File: src/rtl/dpd_adapt_ctrl.sv
// DPD LMS adaptation sequencer: bursts dpd_adapt, lets the loop settle, averages
// err_fit_mag, and repeats until the average meets err_thr or the budget runs out.
//
// state    | meaning
// S_IDLE   | waiting for start
// S_ADAPT  | dpd_adapt high, ADAPT_LEN cycles
// S_SETTLE | dpd_adapt low, SETTLE_LEN cycles
// S_MEAS   | accumulate err_fit_mag, 2^MEAS_LOG2 cycles
// S_EVAL   | bump iter, decide converge / retry / give up
// S_DONE   | one-cycle done pulse
module dpd_adapt_ctrl #(
  parameter int W          = 20,
  parameter int ADAPT_LEN  = 1024,
  parameter int SETTLE_LEN = 64,
  parameter int MEAS_LOG2  = 6,
  parameter int MAX_ITER   = 8
) (
  input  logic         clk,
  input  logic         rst,
  input  logic         start,
  input  logic         abort,
  input  logic [W-1:0] err_thr,
  input  logic [W-1:0] err_fit_mag,
  output logic         dpd_adapt,
  output logic         busy,
  output logic         done,
  output logic         converged,
  output logic [3:0]   iter,
  output logic [W-1:0] err_avg,
  output logic         err_avg_vld
);

  localparam int MEAS_LEN = 1 << MEAS_LOG2;
  localparam int LEN_AB   = (ADAPT_LEN > SETTLE_LEN) ? ADAPT_LEN : SETTLE_LEN;
  localparam int LEN_MAX  = (LEN_AB > MEAS_LEN) ? LEN_AB : MEAS_LEN;
  localparam int CW       = (LEN_MAX > 2) ? $clog2(LEN_MAX) : 1;
  localparam int AW       = W + MEAS_LOG2;

  typedef enum logic [2:0] {
    S_IDLE, S_ADAPT, S_SETTLE, S_MEAS, S_EVAL, S_DONE
  } state_t;

  state_t         state, state_nxt;
  logic [CW-1:0]  cnt, cnt_nxt;
  logic [AW-1:0]  acc;
  logic [AW-1:0]  acc_sum;
  logic [W-1:0]   thr_q;
  logic [3:0]     iter_inc;
  logic           accept;
  logic           abort_run;
  logic           meets_thr;

  assign acc_sum   = acc + AW'(err_fit_mag);
  assign iter_inc  = iter + 4'd1;
  assign accept    = (state == S_IDLE) && start && !abort;
  assign abort_run = (state != S_IDLE) && abort;
  assign meets_thr = (err_avg <= thr_q);

  // Phase timers are down-counters reloaded on every phase entry, so they never wrap.
  always_comb begin
    state_nxt = state;
    cnt_nxt   = cnt;
    case (state)
      S_IDLE: begin
        if (accept) begin
          state_nxt = S_ADAPT;
          cnt_nxt   = CW'(ADAPT_LEN - 1);
        end
      end
      S_ADAPT: begin
        if (cnt == '0) begin
          state_nxt = S_SETTLE;
          cnt_nxt   = CW'(SETTLE_LEN - 1);
        end else begin
          cnt_nxt = cnt - 1'b1;
        end
      end
      S_SETTLE: begin
        if (cnt == '0) begin
          state_nxt = S_MEAS;
          cnt_nxt   = CW'(MEAS_LEN - 1);
        end else begin
          cnt_nxt = cnt - 1'b1;
        end
      end
      S_MEAS: begin
        if (cnt == '0) begin
          state_nxt = S_EVAL;
        end else begin
          cnt_nxt = cnt - 1'b1;
        end
      end
      S_EVAL: begin
        if (meets_thr || (iter_inc == 4'(MAX_ITER))) begin
          state_nxt = S_DONE;
        end else begin
          state_nxt = S_ADAPT;
          cnt_nxt   = CW'(ADAPT_LEN - 1);
        end
      end
      S_DONE:  state_nxt = S_IDLE;
      default: state_nxt = S_IDLE;
    endcase
    if (abort_run) begin
      state_nxt = S_IDLE;
    end
  end

  always_ff @(posedge clk or posedge rst) begin
    if (rst) begin
      state       <= S_IDLE;
      cnt         <= '0;
      acc         <= '0;
      thr_q       <= '0;
      dpd_adapt   <= 1'b0;
      busy        <= 1'b0;
      done        <= 1'b0;
      converged   <= 1'b0;
      iter        <= '0;
      err_avg     <= '0;
      err_avg_vld <= 1'b0;
    end else begin
      state       <= state_nxt;
      cnt         <= cnt_nxt;
      dpd_adapt   <= (state_nxt == S_ADAPT);
      busy        <= (state_nxt != S_IDLE);
      done        <= (state_nxt == S_DONE);
      err_avg_vld <= (state == S_MEAS) && (state_nxt == S_EVAL);

      if (accept) begin
        thr_q     <= err_thr;
        iter      <= '0;
        converged <= 1'b0;
        err_avg   <= '0;
      end

      if (state == S_SETTLE) begin
        acc <= '0;
      end

      if (state == S_MEAS) begin
        acc <= acc_sum;
        if (state_nxt == S_EVAL) begin
          err_avg <= W'(acc_sum >> MEAS_LOG2);
        end
      end

      if ((state == S_EVAL) && !abort) begin
        iter      <= iter_inc;
        converged <= meets_thr;
      end

      if (abort_run) begin
        converged <= 1'b0;
      end
    end
  end

endmodule

File: config.mk
export PLATFORM = sky130hd
export DESIGN_NAME = dpd_adapt_ctrl
export DESIGN_NICKNAME = d
export VERILOG_FILES = /design/src/rtl/dpd_adapt_ctrl.sv
export SDC_FILE = /design/constraint.sdc
export NUM_CORES = 1
export LEC_CHECK = 0
export BUFFER_PORTS_ARGS = -buffer_cell sky130_fd_sc_hd__buf_2
export CORE_ASPECT_RATIO = 0.7
export CORE_MARGIN = 2
export CORE_UTILIZATION = 60
export CTS_CLUSTER_SIZE = 14
export DETAILED_ROUTE_END_ITERATION = 8
export GPL_ROUTABILITY_DRIVEN = 1
export PLACE_DENSITY_LB_ADDON = 0.1
export SYNTH_ARGS = -nofsm -noshare
export SYNTH_HDL_FRONTEND = slang
export SYNTH_SLANG_ARGS = --single-unit
File: constraint.sdc
create_clock -name clk -period 4.7 [get_ports clk]
set_input_delay 0.47 -clock clk [delete_from_list [all_inputs] [get_ports clk]]
set_output_delay 0.47 -clock clk [all_outputs]
set_load 0.005 [all_outputs]
# After elaboration in Yosys (flattened, before gate mapping)
# Cells that the tools add are included.
# word_totals
regBits	88
latch_bits	0
ram_bits	0
mem_bits_ro	0
in_bits	44
wordCells	65
mem_count	0
# op_classes
addsub	3
multipliers	0
n_div	0
order_cmp	1
eq_ne	11
n_shift	0
n_mux	22
bitwise	0
reduce_logical	17
# ops
cell	n
two-way mux 20 bit	3
two-way mux 26 bit	2
two-way mux 10 bit	4
one-hot mux 10 bit (4 select lines)	1
adder 26 x 20 -> 26 bit	1
less-or-equal comparator 20 bit	1
two-way mux 3 bit	6
one-hot mux 3 bit (5 select lines)	1
zero test 10 bit	1
subtractor 10 x 1 -> 10 bit (second input constant)	1
equality test 3 bit (second input constant)	3
nonzero test 3 bit	3
two-way mux 4 bit	2
equality test 3 x 1 -> 1 bit (second input constant)	2
equality test 3 x 2 -> 1 bit (second input constant)	2
!= test 2 bit (second input constant)	3
logical AND 1 bit	5
adder 4 x 1 -> 4 bit (second input constant)	1
equality test 4 bit (second input constant)	1
AND reduction 4 bit	1
nonzero test 2 bit	2
nonzero test 4 bit	1
zero test 3 bit	1
two-way mux 1 bit	3
other kinds (3)	3

# Depth between registers and ports, before layout
# Gate-level depths: netlist (run 1).
# logic_depth
ltp_word	9
mapped_depth	9

# Worst setup path after synthesis (run 1)
# Ideal clock, no wire load.
# synth_timing
path_type	in2reg
from	input err_fit_mag[0]
to	register acc[20]
setup_ns	0.066
arrival_ns	2.386
t_required_ns	4.634
setup_slack_ns	2.247
cell_stages	9
path_buffers	0
cell_sequence	ha_1 > fa_1 > a21o_1 > a21oi_1 > o21ai_1 > a31oi_2 > nor3_1 > o21ai_0 > a22o_1
# synth_via
elab_chain_len	2
# synth_lines
element	line_no	text
start, declared	23	input logic [W-1:0] err_fit_mag,
adder 26 x 20 -> 26 bit	53	assign acc_sum = acc + AW'(err_fit_mag);
two-way mux 26 bit	141	if (state == S_MEAS) begin
end signal, assigned	142	acc <= acc_sum;
end, declared	45	logic [AW-1:0] acc;
# No other way between the ends.
# A chain may end at the register's enable or synchronous reset.

# Worst setup path after layout (run 1)
# layout_timing
from	register err_avg[1]
to	register cnt[0]
# layout_via
elab_chain_len	4
# layout_lines
element	line_no	text
start, declared	29	output logic [W-1:0] err_avg,
start signal, assigned	144	err_avg <= W'(acc_sum >> MEAS_LOG2);
less-or-equal comparator 20 bit	57	assign meets_thr = (err_avg <= thr_q);
logical OR 1 bit	94	if (meets_thr || (iter_inc == 4'(MAX_ITER))) begin
!= test 2 bit (no source line)	-	
AND reduction 4 bit (no source line)	-	
end signal, assigned	124	cnt <= cnt_nxt;
end, declared	44	logic [CW-1:0] cnt, cnt_nxt;
# No other way between the ends.

==> insert_results.sql, run 1 <==
INSERT INTO impl_metrics (metric_group, metric, value, unit) VALUES
('sta', 'fin_setup_tns', '0', 'ps'),
('clocking', 'cts.clk_slew.worst_paths', '70', 'ps'),
('global_route', 'number_of_antenna_violations_at_the_first_check_in_global_routing', '0', ''),
('sta', 'rsz0062_at_grt', 'false', ''),
('sta', 'setup_ws', '1692', 'ps'),
('sta', 'final.period_utilization', '63.99', '%'),
('floorplanning', 'placement_rows', '29', ''),
('yosys', 'synth_flop_cell', 'sky130_fd_sc_hd__dfrtp_1', ''),
('clocking', 'hold_buffers_post_cts', '0', ''),
('route', 'detail_route.drc_violations', '0', ''),
('worst_setup_path', 'timing.critical_path.fanout_max', '4', ''),
('route', 'routed_wire_length_per_instance', '17.10', 'um'),
('yosys', 'synth_seq_cells', '88', ''),
('route', 'final_antenna_net_count', '0', ''),
('worst_setup_path', 'timing.critical_path.required', '4990', 'ps'),
('yosys', 'synth_cell_type_count', '71', ''),
('clocking', 'cts_tree', 'built', ''),
('sta', 'report.final.hold_viol_count', '0', ''),
('power_and_ir_drop', 'clock_power_share', '35.7', '%'),
('yosys', 'post_synth_most_frequent_cells', '88 x sky130_fd_sc_hd__dfrtp_1, 70 x sky130_fd_sc_hd__nand2_1, 62 x sky130_fd_sc_hd__o21ai_0, 43 x sky130_fd_sc_hd__nor2_1, 42 x sky130_fd_sc_hd__ha_1', ''),
('final_layout', 'final-instance-count-excl-fill', '796', ''),
('yosys', 'synth.yosys.seq_area_share', '40.01', '%'),
('sta', 'worst_clock_skew', '8.341', 'ps'),
('yosys', 'synth_warnings', '0', ''),
('clocking', 'postCtsResizedCells', '0', ''),
('sta', 'final.hold.worst_slack', '286.4', 'ps'),
('power_and_ir_drop', 'combinationalPowerShare', '23.4', '%'),
('worst_setup_path', 'cp_data_arrival_time', '3290', 'ps'),
('placed_design', 'post_dp_cell_area', '5956', 'sq um'),
('final_layout', 'finish.net_count', '754', ''),
('status', 'outcome', 'finished, final reports clean', ''),
('yosys', 'number_of_synthesized_flops_with_an_enable_pin', '0', ''),
('worst_setup_path', 'worst-setup-path-type', 'reg -> reg', ''),
('final_layout', 'flow.area_growth_from_synthesis', '13.82', '%'),
('sta', 'finalSetupViolCount', '0', ''),
('power_and_ir_drop', 'sequentialPowerShare', '40.9', '%'),
('floorplanning', 'fp.coreArea', '8999', 'sq um'),
('worst_setup_path', 'worst_setup_path_start_kind', 'register', ''),
('sta', 'final_max_slew_viol_count', '0', ''),
('yosys', 'asyncSetResetFlopFracSynth', '100.0', '%'),
('clocking', 'htreeDepth', '3', ''),
('yosys', 'synth_largest_area_cell', 'sky130_fd_sc_hd__dfrtp_1', ''),
('floorplanning', 'floorplan.initialDensity', '61.17', '%'),
('floorplanning', 'dieWidth', '118.5', 'um'),
('final_layout', 'n_antenna_cell', '0', ''),
('global_route', 'grt_pass1_vias', '4484', ''),
('worst_setup_path', 'crit_start', 'err_avg[1]', ''),
('global_route', 'gr-total-overflow', '0', ''),
('clocking', 'clk_path_buf_depth', '2', ''),
('yosys', 'synth_area', '5504', 'sq um'),
('sta', 'fin_crit', '3008', 'ps'),
('floorplanning', 'die_height', '84.14', 'um'),
('placed_design', 'place.port_buffers', '72', ''),
('yosys', 'synthDominantCellAreaShare', '40.01', '%'),
('route', 'routed_wirelength', '13610', 'um'),
('floorplanning', 'design.die.area', '9968', 'sq um'),
('placed_design', 'hpwl', '10120', 'um'),
('clocking', 'setup_buffers_after_cts', '0', ''),
('final_layout', 'fillers', '755', ''),
('sta', 'max-slew-margin-rel', '36.28', '%'),
('power_and_ir_drop', 'worst_ir_drop_vdd', '0.0001868', 'V'),
('placed_design', 'placed_cells_incl_taps', '780', ''),
('worst_hold_path', 'hold_path_class', 'in -> async', ''),
('power_and_ir_drop', 'p_per_area', '337.4', 'nW/um^2'),
('clocking', 'clk_latency', '350', 'ps'),
('run', 'timing.max_cap.violations', '0', ''),
('route', 'detailroute.via_count', '4773', ''),
('power_and_ir_drop', 'switchingPower', '0.6692', 'mW'),
('power_and_ir_drop', 'p_int', '1.444', 'mW'),
('yosys', 'synth_most_common_cell', 'sky130_fd_sc_hd__dfrtp_1', ''),
('worst_setup_path', 'worst_r2r_startpoint', 'err_avg[1]', '');
stage by stage:
step,total power [mW],utilization [%]
finish,2.114,69.62
detailed placement,1.365,66.18
floorplan,1.228,-
CTS,2.123,69.62
global route,2.225,69.62
global placement,1.345,66.18
per-layer routing:
metal | track usage [%] | routed length [um]
met1 | 44.22 | 6739
met2 | 41.88 | 5836
met3 | 5.774 | 906
met4 | 6.818 | 129
met5 | 0 | 0
placed cells by master, fill, tap and decap left out, types with 4 or more instances in the layout:
| cell | netlist | routed |
|---|---|---|
| sky130_fd_sc_hd__clkbuf_16 | 0 | 9 |
| sky130_fd_sc_hd__o21ai_0 | 62 | 62 |
| sky130_fd_sc_hd__dfrtp_1 | 88 | 88 |
| sky130_fd_sc_hd__o31ai_1 | 5 | 5 |
| sky130_fd_sc_hd__or3_1 | 4 | 4 |
| sky130_fd_sc_hd__nor2b_1 | 4 | 4 |
| sky130_fd_sc_hd__nor2_1 | 43 | 43 |
| sky130_fd_sc_hd__xor2_1 | 5 | 5 |
| sky130_fd_sc_hd__nand2b_1 | 5 | 5 |
| sky130_fd_sc_hd__nor3_1 | 12 | 12 |
| sky130_fd_sc_hd__mux2_2 | 21 | 21 |
| sky130_fd_sc_hd__a21o_1 | 9 | 9 |
| sky130_fd_sc_hd__a211oi_1 | 4 | 4 |
| sky130_fd_sc_hd__o211ai_1 | 4 | 4 |
| sky130_fd_sc_hd__o21a_1 | 6 | 6 |
| sky130_fd_sc_hd__and3_1 | 6 | 6 |
| sky130_fd_sc_hd__ha_1 | 42 | 42 |
| sky130_fd_sc_hd__xnor2_1 | 21 | 21 |
| sky130_fd_sc_hd__a21oi_1 | 31 | 31 |
| sky130_fd_sc_hd__a21boi_0 | 5 | 5 |
| sky130_fd_sc_hd__a31oi_1 | 6 | 6 |
| sky130_fd_sc_hd__buf_2 | 4 | 72 |
| sky130_fd_sc_hd__nand3_1 | 31 | 31 |
| sky130_fd_sc_hd__nand4_1 | 7 | 7 |
| sky130_fd_sc_hd__inv_1 | 35 | 34 |
| sky130_fd_sc_hd__nand2_1 | 70 | 70 |
state kept, by name (all words and copies together), names as in the netlist:
name	cells
cnt	10
dpd_adapt	1
iter	4
converged	1
done	1
thr_q	20
state	3
busy	1
acc	26
err_avg	20
err_avg_vld	1
critical path, cell delays in order (launching register included):
cell and delay (ps):
sky130_fd_sc_hd__dfrtp_1 420, sky130_fd_sc_hd__ha_1 310, sky130_fd_sc_hd__nor2b_1 130, sky130_fd_sc_hd__o211ai_1 170
sky130_fd_sc_hd__a21boi_0 120, sky130_fd_sc_hd__o41ai_1 760, sky130_fd_sc_hd__a21boi_0 530, sky130_fd_sc_hd__o21ai_2 320
sky130_fd_sc_hd__mux2_2 190
power by group through the flow:
stage	clock (mW)	combinational [mW]	sequential, mW
after floorplan	0	0.365	0.863
after global placement	0	0.471	0.874
after detailed placement	0	0.487	0.879
after CTS	0.768	0.490	0.865
after global routing	0.798	0.555	0.873
final	0.754	0.494	0.865
path summary, 6_finish.rpt:
check	slack, ps	cells past startpoint	endpoint
worst max-delay path	1690	8	cnt[0]
worst min-delay path	290	2	iter[3]
worst max register to register	1690	8	cnt[0]
worst min register to register	490	2	acc[6]
max in group asynchronous	3420	3	acc[7]
min in group clk	350	2	thr_q[0]
cells by family (layout without fill, tap and decap cells):
family / count (synthesis) / after routing / share of synthesized area (%)
compound gates: 168 / 168 / 19.57
xor+xnor: 26 / 26 / 4.137
fa+ha+maj: 43 / 43 / 9.911
buf+inv: 56 / 127 / 4.046
flops: 88 / 88 / 40.01
mux: 22 / 22 / 4.478
simple gates: 198 / 198 / 17.85
cell type report:
class | instances | area [sq um] | share of cell area, %
Inverter | 36 | 136.4 | 2.177
Timing Repair Buffer | 75 | 382.9 | 6.111
Clock buffer | 9 | 225.2 | 3.595
Clock inverter | 7 | 83.83 | 1.338
Sequential cell | 88 | 2202 | 35.15
Tap cell | 124 | 155.1 | 2.477
Multi-Input combinational cell | 457 | 3079 | 49.15
(Power assumes the default switching activity.)
==> run 2: changes to the inputs <==
- CORE_UTILIZATION: 60 -> 59
- clock period: 4.7 -> 2.95 ns (I/O delays scaled with it)
==> run 2 against run 1 <==
Against the previous run:
- clock skew shrank 2.1 ps
- clock power grew 58%
- maximum frequency grew 12%
- setup slack lost 1400 ps
- register-to-register slack lost 1400 ps
- sequential power grew 60%
- via count grew 1.5%
==> insert_results.sql, run 2 (synthesized netlist as in run 1, its figures left out) <==
INSERT INTO impl_metrics (metric_group, metric, value, unit) VALUES
('status', 'outcome', 'finished, final reports clean', ''),
('sta', 'max-slew-margin-rel', '43.42', '%'),
('floorplanning', 'fp.coreArea', '9071', 'sq um'),
('worst_setup_path', 'crit_path_cell_trace', 'ha_1, fa_1, a21o_1, a21oi_1, o21ai_1, a21oi_1, o31ai_1, xnor2_1, o31ai_1', ''),
('worst_setup_path', 'timing.critical_path.required', '3190', 'ps'),
('clocking', 'htreeDepth', '3', ''),
('clocking', 'cts_num_sinks', '88', ''),
('final_layout', 'n_antenna_cell', '0', ''),
('clocking', 'clk_latency', '340', 'ps'),
('route', 'detail_route.drc_violations', '0', ''),
('floorplanning', 'ioPinCount', '73', ''),
('floorplanning', 'die_height', '84.81', 'um'),
('final_layout', 'post-route-cell-area', '6325', 'sq um'),
('placed_design', 'global_placement_routability_congestion', '0.9085', ''),
('final_layout', 'most_frequent_standard_cell_in_the_layout_excluding_fill_and_tap_cells', 'sky130_fd_sc_hd__dfrtp_1', ''),
('placed_design', 'place.port_buffers', '72', ''),
('final_layout', 'multiInputGateArea', '3079', 'sq um'),
('worst_setup_path', 'timing.critical_path.slowest_stage_cell', 'sky130_fd_sc_hd__fa_1', ''),
('route', 'detail_route.iter0.violations', '503', ''),
('worst_setup_path', 'timing.critical_path.slowest_cell_delay', '400', 'ps'),
('global_route', 'first_pass_grt_wire_length', '22500', 'um'),
('global_route', 'number_of_antenna_violations_at_the_first_check_in_global_routing', '0', ''),
('floorplanning', 'floorplan.initialDensity', '60.68', '%'),
('sta', 'peak_freq', '371.4', 'MHz'),
('sta', 'report.final.hold_viol_count', '0', ''),
('route', 'routed_wire_length_per_instance', '17.21', 'um'),
('power_and_ir_drop', 'fin_total_pwr', '3.349', 'mW'),
('global_route', 'gr-total-overflow', '0', ''),
('final_layout', 'layout.cells.most_common_list', '88 x sky130_fd_sc_hd__dfrtp_1, 72 x sky130_fd_sc_hd__buf_2, 70 x sky130_fd_sc_hd__nand2_1', ''),
('clocking', 'cts_inserted_buffers', '9', ''),
('clocking', 'clk_path_buf_depth', '2', ''),
('global_route', 'globalRouteTotalUtil', '28.24', '%'),
('final_layout', 'regs_by_ff_count', 'acc x26, err_avg x20, thr_q x20', ''),
('clocking', 'postCtsResizedCells', '0', ''),
('worst_setup_path', 'timing.critical_path.fanout_max', '5', ''),
('power_and_ir_drop', 'worst_ir_drop_vdd', '0.0004606', 'V'),
('floorplanning', 'design.die.area', '10130', 'sq um'),
('worst_setup_path', 'worst-setup-path-type', 'reg -> reg', ''),
('global_route', 'grt_pass1_vias', '4486', ''),
('placed_design', 'detailedPlace.worstSlack', '285.9', 'ps'),
('placed_design', 'hpwl', '10170', 'um'),
('route', 'drt-vias-per-instance', '6.031', ''),
('sta', 'finalSetupViolCount', '0', ''),
('power_and_ir_drop', 'leakagePower', '3.057', 'nW'),
('sta', 'worst_clock_skew', '6.197', 'ps'),
('route', 'final_antenna_net_count', '0', ''),
('worst_setup_path', 'endpoint_kind', 'register', ''),
('worst_setup_path', 'worst_setup_path_start_kind', 'register', ''),
('floorplanning', 'dieWidth', '119.4', 'um'),
('power_and_ir_drop', 'p_per_area', '529.6', 'nW/um^2'),
('clocking', 'hold_buffers_post_cts', '0', ''),
('global_route', 'grt_max_degree', '48', ''),
('worst_hold_path', 'hold_path_class', 'in -> async', ''),
('sta', 'fin_setup_tns', '0', 'ps'),
('route', 'detailroute.via_count', '4843', ''),
('sta', 'setup_ws', '257.4', 'ps'),
('sta', 'final.period_utilization', '91.27', '%'),
('clocking', 'clk_root_buffer_cell', 'sky130_fd_sc_hd__clkbuf_16', ''),
('final_layout', 'flow.area_growth_from_synthesis', '14.91', '%'),
('final_layout', 'max_ffs_per_register', '26', ''),
('clocking', 'cts_tree', 'built', ''),
('route', 'drt_first_pass_iters', '6', ''),
('final_layout', 'finish.net_count', '761', ''),
('floorplanning', 'placement_rows', '29', ''),
('sta', 'worstMarginPinSlew', '848.6', 'ps'),
('placed_design', 'post_dp_cell_area', '6021', 'sq um'),
('final_layout', 'registers.top_by_ff_count', 'acc', ''),
('worst_setup_path', 'ff2ff_path_depth', '9', ''),
('sta', 'final_max_slew_viol_count', '0', ''),
('sta', 'rsz0062_at_grt', 'false', ''),
('clocking', 'cts.clk_slew.worst_paths', '70', 'ps'),
('worst_setup_path', 'cp_data_arrival_time', '2940', 'ps'),
('sta', 'fin_crit', '2693', 'ps'),
('route', 'routed_wirelength', '13820', 'um'),
('final_layout', 'final_layout_size_suffix_gt1_share', '20.62', '%'),
('run', 'timing.max_cap.violations', '0', ''),
('final_layout', 'fillers', '713', ''),
('final_layout', 'sequential_cell_area', '2202', 'sq um'),
('clocking', 'setup_buffers_after_cts', '0', '');
run 2: cell count changes in the layout (fill, tap and decap cells not counted):
cell                       change
sky130_fd_sc_hd__clkinv_2      +2
sky130_fd_sc_hd__buf_4         +6
sky130_fd_sc_hd__buf_12        +1
sky130_fd_sc_hd__clkbuf_8      +1
sky130_fd_sc_hd__inv_8         -1
sky130_fd_sc_hd__inv_6         -1
sky130_fd_sc_hd__clkinv_4      -1
run 2: where the power goes:
group	leakage, nW	switching [mW]	internal, mW	total [mW]
clock network	0.149	0.502	0.683	1.19
registers	1.05	0.0699	1.31	1.38
logic	1.85	0.462	0.325	0.787
total	3.06	1.03	2.32	3.35
run 2: final timing paths:
check	from	to	slack, ps
setup / recovery	acc[0]	acc[18]	260
hold / removal	rst	thr_q[17]	80
setup reg to reg	acc[0]	acc[18]	260
hold reg to reg	acc[7]	acc[7]	490
max in group asynchronous	rst	acc[11]	2170
min in group clk	err_thr[17]	thr_q[17]	180
run 2: critical path, delay by kind of cell, from the launching register on:
| kind | cells | cell delay [ps] |
|---|---|---|
| compound gates | 6 | 1430 |
| xor+xnor | 1 | 160 |
| fa+ha+maj | 2 | 610 |
| flops | 1 | 380 |
run 2: metrics by stage:
stage,hold WS (ps),cells,utilization (%)
final,83.92,803,69.72
after CTS,113.5,803,69.72
after global placement,468.9,787,66.37
after global routing,151.8,803,69.72
after floorplan,442.8,601,-
after detailed placement,472.1,787,66.37
run 2: layer usage:
metal / vias up / track usage [%] / part of all wire (%)
met4: 0 / 6.310 / 0.75
met3: 8 / 6.519 / 7.6
met1: 2306 / 44.47 / 50
met2: 228 / 39.43 / 42
met5: - / 0 / 0
li1: 2301 / - / -
run 2: layout make-up:
type / instances / area share, %
multi-input cells: 457 / 48.68
flip-flops and latches: 88 / 34.82
repair buffers: 82 / 7.082
clock buffers: 10 / 3.778
well taps: 124 / 2.453
inverters: 36 / 2.156
clock inverters: 6 / 1.029
